`src/rtl/keypad_event_ctrl.sv`:
```
// 4x4 keypad scanner: row strobing, column sampling, whole-frame debounce and
// a queue of press/release events behind a valid/ready handshake.
module keypad_event_ctrl #(
    parameter int SCAN_DIV   = 5000,
    parameter int DEBOUNCE   = 4,
    parameter int FIFO_DEPTH = 4
) (
    input  logic        clk,
    input  logic        RSTn,
    input  logic [3:0]  col,
    output logic [3:0]  row,
    output logic [15:0] key_state,
    output logic        ev_valid,
    input  logic        ev_ready,
    output logic [3:0]  ev_code,
    output logic        ev_press,
    output logic        overflow,
    input  logic        clr_ovf
);

    localparam int PW = (SCAN_DIV > 1) ? $clog2(SCAN_DIV) : 1;
    localparam int AW = $clog2(FIFO_DEPTH);
    localparam logic [PW-1:0] TC = PW'(SCAN_DIV - 1);
    localparam logic [3:0] DB = 4'(DEBOUNCE);
    localparam logic [AW:0] FULL_CNT = (AW+1)'(FIFO_DEPTH);

    typedef enum logic {IDLE, EMIT} state_t;

    // ---------------- column synchroniser ----------------
    logic [3:0] col_meta, col_sync;

    always_ff @(posedge clk or negedge RSTn) begin
        if (!RSTn) begin
            col_meta <= 4'hF;
            col_sync <= 4'hF;
        end else begin
            col_meta <= col;
            col_sync <= col_meta;
        end
    end

    // ---------------- row scan and frame capture ----------------
    logic [PW-1:0] phase_cnt;
    logic          tc;
    logic [1:0]    ridx;
    logic [15:0]   raw;
    logic          eval_f;

    assign tc = (phase_cnt == TC);

    always_comb begin
        case (row)
            4'b1101: ridx = 2'd1;
            4'b1011: ridx = 2'd2;
            4'b0111: ridx = 2'd3;
            default: ridx = 2'd0;
        endcase
    end

    // eval_f marks cycle F, the cycle after the last row of a frame is sampled
    always_ff @(posedge clk or negedge RSTn) begin
        if (!RSTn) begin
            phase_cnt <= '0;
            row       <= 4'b1110;
            raw       <= '0;
            eval_f    <= 1'b0;
        end else begin
            phase_cnt <= tc ? '0 : phase_cnt + 1'b1;
            eval_f    <= tc && (ridx == 2'd3);
            if (tc) begin
                row                    <= {row[2:0], row[3]};
                raw[{ridx, 2'b00} +: 4] <= ~col_sync;
            end
        end
    end

    // ---------------- debounce and commit ----------------
    logic [15:0] prev_raw;
    logic [3:0]  stable_cnt, cnt_next;
    logic        commit;

    always_comb begin
        if (raw != prev_raw)
            cnt_next = 4'd1;
        else if (stable_cnt == 4'd15)
            cnt_next = 4'd15;
        else
            cnt_next = stable_cnt + 4'd1;
        commit = eval_f && (cnt_next >= DB) && (raw != key_state);
    end

    always_ff @(posedge clk or negedge RSTn) begin
        if (!RSTn) begin
            prev_raw   <= '0;
            stable_cnt <= '0;
            key_state  <= '0;
        end else begin
            if (eval_f) begin
                prev_raw   <= raw;
                stable_cnt <= cnt_next;
            end
            if (commit)
                key_state <= raw;
        end
    end

    // ---------------- event emitter ----------------
    state_t      state, state_next;
    logic [15:0] diff, diff_next;
    logic [3:0]  low_idx;
    logic        push;
    logic        push_press;

    always_comb begin
        low_idx = 4'd0;
        for (int i = 15; i >= 0; i--)
            if (diff[i]) low_idx = 4'(i);
    end

    // key_state already holds the committed frame, so it supplies the press
    // polarity even if raw is overwritten by the next frame mid-emit
    assign diff_next  = diff & ~(16'd1 << low_idx);
    assign push_press = key_state[low_idx];

    always_comb begin
        state_next = state;
        push       = 1'b0;
        case (state)
            IDLE: if (commit) state_next = EMIT;
            EMIT: begin
                push = 1'b1;
                if (diff_next == '0) state_next = IDLE;
            end
            default: state_next = IDLE;
        endcase
    end

    always_ff @(posedge clk or negedge RSTn) begin
        if (!RSTn) begin
            state <= IDLE;
            diff  <= '0;
        end else begin
            state <= state_next;
            if (commit)
                diff <= raw ^ key_state;
            else if (state == EMIT)
                diff <= diff_next;
        end
    end

    // ---------------- event queue ----------------
    logic [FIFO_DEPTH-1:0][4:0] mem;
    logic [AW-1:0]              wr_ptr, rd_ptr;
    logic [AW:0]                count;
    logic                       full, pop, wr_en;

    assign full     = (count == FULL_CNT);
    assign ev_valid = (count != '0);
    assign pop      = ev_valid && ev_ready;
    assign wr_en    = push && (!full || pop);
    assign {ev_code, ev_press} = mem[rd_ptr];

    always_ff @(posedge clk or negedge RSTn) begin
        if (!RSTn) begin
            mem      <= '0;
            wr_ptr   <= '0;
            rd_ptr   <= '0;
            count    <= '0;
            overflow <= 1'b0;
        end else begin
            if (wr_en) begin
                mem[wr_ptr] <= {low_idx, push_press};
                wr_ptr      <= wr_ptr + 1'b1;
            end
            if (pop)
                rd_ptr <= rd_ptr + 1'b1;
            case ({wr_en, pop})
                2'b10:   count <= count + 1'b1;
                2'b01:   count <= count - 1'b1;
                default: count <= count;
            endcase
            if (push && full && !pop)
                overflow <= 1'b1;
            else if (clr_ovf)
                overflow <= 1'b0;
        end
    end

endmodule

```
`config.mk`:
```
export PLATFORM = sky130hd
export DESIGN_NAME = keypad_event_ctrl
export DESIGN_NICKNAME = d
export VERILOG_FILES = /design/src/rtl/keypad_event_ctrl.sv
export SDC_FILE = /design/constraint.sdc
export NUM_CORES = 1
export LEC_CHECK = 0
export CELL_PAD_IN_SITES_DETAIL_PLACEMENT = 0
export CELL_PAD_IN_SITES_GLOBAL_PLACEMENT = 2
export CORE_MARGIN = 2
export CORE_UTILIZATION = 25
export CTS_CLUSTER_DIAMETER = 30
export CTS_CLUSTER_SIZE = 20
export DETAILED_ROUTE_END_ITERATION = 7
export PLACE_DENSITY = 0.6
export SLEW_MARGIN = 20
export SYNTH_ARGS = -nofsm -noshare
export SYNTH_HDL_FRONTEND = slang
export SYNTH_SLANG_ARGS = --single-unit
```
`constraint.sdc`:
```
create_clock -name clk -period 5.8 [get_ports clk]
set_input_delay 1.16 -clock clk [delete_from_list [all_inputs] [get_ports clk]]
set_output_delay 1.16 -clock clk [all_outputs]
set_load 0.1 [all_outputs]
```
==> results.toml <==
[yosys]
ys_seq_area_share_pct = 51.3
yosys.area_share.xor_xnor_pct = 7.26
syn-instance-count = 554
synth_edf_count = 0
netlist_area_sq_um = 6030
muxShareOfSynthArea_pct = 9.65
synth_cell_type_count = 58
async_flop_share_pct = 100
yosysWarnings = 0
synth_flop_cell = "dfrtp_1"
synth_compound_area_share_pct = 13.9
synthAdderAreaFrac_pct = 2.61
syn-num-nets = 574
avgSynthCellArea_sq_um = 10.9
ys_ff_latch = 123
synth_top_family_by_area = "compound AO/OA/AOI/OAI gates"
yosys.area_share.simple_pct = 13.3

[die]
fp.dieH_microns = 159
die_w_microns = 159
io-pin-count = 35
dieArea_sq_um = 25400
start_util_pct = 25.6
core_sq_um = 23500
row_count = 56

[power_and_ir_drop]
max-vdd-ir-drop_mv = 0.160
p_leak_nw = 3.15
power_mw = 2.10
p_per_area_nw_per_um2 = 287

[cells_and_area]
nets = 616
area_delta_synth_final_pct = 21.6
drive_gt1_share_pct = 16.1
final_util_pct = 31.1
antennaDiodeCount = 0

[route]
routed_via_density = 4.75
drc = 0
ant_nets = 0
via_count = 4407
first_pass_iters = 5
wl_per_cell_microns = 16.9
wl_microns = 15700
dr.first_iter.drc_count = 255

[clocking]
path_clk_slew_ns = 0.06
cts_resized = 0
cts_buffer_depth = 2
cts_root_buffer = "clkbuf_16"
clkSinkCount = 123
cts_tree = "done"
ctsHoldBuffers = 0
worstSkewPairLatency_ns = 0.42
numCtsBuffers = 17
htree_levels = 4
postCtsSetupBuffers = 0

[sta]
clock_skew_ns = 0.00994
fmax_mhz = 267
tns_ns = 0
slew_violations = 0
setup_viol = 0
maxSlewHeadroom_pct = 32.4
period_needed_ns = 3.74
worst_slew_pin_slew_ns = 1.01
hold_viol = 0
grt_setup_unrepaired = "false"
fin_crit_sh_pct = 64.5

[worst_setup_path]
crit_fanout = 7
critical_path_class = "reg2out"
critPathCaptureType = "output pin"
start_kind = "flip-flop"
cp.arrival_ns = 2.58
worstPathRequired_ns = 4.64

[status]
status = "complete, no violations"

[placed_design]
gp_congestion = 0.830
dp_hpwl_microns = 11200
place.port_buffers = 34

[global_routing]
overflow = 0
grt.total_usage_pct = 12.8
antenna_found_initial = 0
grt_pass1_vias = 4545
grt_first_pass_wirelength_microns = 25400
grt_max_degree = 69

[flow_run]
cap_violations = 0

[min_path]
holdCritPathClass = "reg2reg"
cells in the mapped netlist, drive strengths merged (4+ instances only):
master  instances  area (sq um)
a21oi          10          50.1
ha             11           138
nand3          17          85.1
o211ai         17           128
o21ai          38           190
mux4            5           113
o31ai          20           150
inv            17          63.8
clkbuf         12          45.0
nor4           11          81.3
a41oi           4          35.0
a31oi           4          40.0
nand4           5          31.3
xnor2          27           236
xor2           23           201
nand2          78           293
dfrtp         112          2800
dfstp          11           289
nor2b           5          31.3
nor2           26          97.6
or3             5          31.3
mux2           39           439
nor3            5          25.0
cells by family (layout without fill, tap and decap cells):
group,Yosys count,count (layout)
AND/OR/NAND/NOR,169,169
flip-flops,123,123
AO/OA/AOI/OAI,121,121
XOR/XNOR,50,50
multiplexers,47,47
buffers and inverters,32,87
adder cells (fa/ha/maj),12,12
sequential cells by signal (all words and copies together) (netlist names), 13 cells and up:
signal and flops:
prev_raw 16, diff 16, phase_cnt 13, mem 20, key_state 16, raw 16
layout by cell type, fill, tap and decap left out, types with 5 or more instances in the layout:
master / synthesis / final
nor4_1: 9 / 9
nor3_1: 5 / 5
nor2b_1: 5 / 5
o21ai_0: 36 / 36
buf_4: 0 / 5
clkdlybuf4s50_1: 0 / 33
dfrtp_1: 112 / 112
ha_1: 11 / 11
or3_1: 5 / 5
o211ai_1: 17 / 17
inv_1: 17 / 17
xnor2_1: 27 / 27
nand2_1: 78 / 78
clkbuf_16: 0 / 17
mux4_2: 5 / 5
xor2_1: 23 / 23
nand4_1: 5 / 5
nor2_1: 26 / 26
dfstp_2: 11 / 11
mux2_2: 39 / 39
a21oi_1: 10 / 10
nand3_1: 17 / 17
o31ai_1: 20 / 20
stage by stage:
| stage | setup slack (ns) | area, sq um | instances | hold WS, ns |
|---|---|---|---|---|
| 2_1_floorplan | 2.85 | 6030 | 554 | 0.345 |
| 3_3_place_gp | 2.37 | 6740 | 896 | 0.346 |
| 3_5_place_dp | 2.23 | 6740 | 896 | 0.347 |
| 4_1_cts | 2.01 | 7330 | 928 | 0.356 |
| 5_1_grt | 1.96 | 7330 | 928 | 0.364 |
| 6_report | 2.06 | 7330 | 928 | 0.355 |
layer usage:
layer	vias to the layer above	GRT usage [%]	share of wire, %
met5	-	0	0
met4	0	4.79	1.8
met3	27	2.97	4.1
met2	115	21.3	48
met1	2163	16.2	46
li1	2102	-	-
critical path: stages (launching register included):
cell and delay [ns]:
dfrtp_1 0.60, mux4_2 0.58, clkdlybuf4s50_1 0.98
layout make-up:
| class | instances | area, sq um |
|---|---|---|
| clock buffers | 20 | 457 |
| clock inverters | 12 | 139 |
| fillers | 2483 | 16200 |
| inverters | 17 | 63.8 |
| multi-input cells | 399 | 2820 |
| flip-flops and latches | 123 | 3090 |
| well taps | 319 | 399 |
| repair buffers | 38 | 368 |
where the power goes:
group	switching (mW)	leakage (nW)	internal (mW)	total (mW)
Clock	0.409	0.279	0.659	1.07
Sequential	0.0365	1.66	0.883	0.919
Combinational	0.0685	1.22	0.0497	0.118
Total	0.513	3.15	1.59	2.10
final timing paths:
| kind | cells after the start | startpoint | end | slack [ns] |
|---|---|---|---|---|
| worst max-delay path | 2 | rd_ptr[0] | ev_code[0] | 2.06 |
| worst min-delay path | 0 | col_meta[2] | col_sync[2] | 0.36 |
| max in group asynchronous | 2 | RSTn | stable_cnt[3] | 3.62 |
| worst min register to register | 0 | col_meta[2] | col_sync[2] | 0.36 |
| min in group asynchronous | 1 | RSTn | diff[6] | 0.88 |
| worst max register to register | 7 | diff[7] | state | 2.62 |
Power figures use the tool's default switching activity.
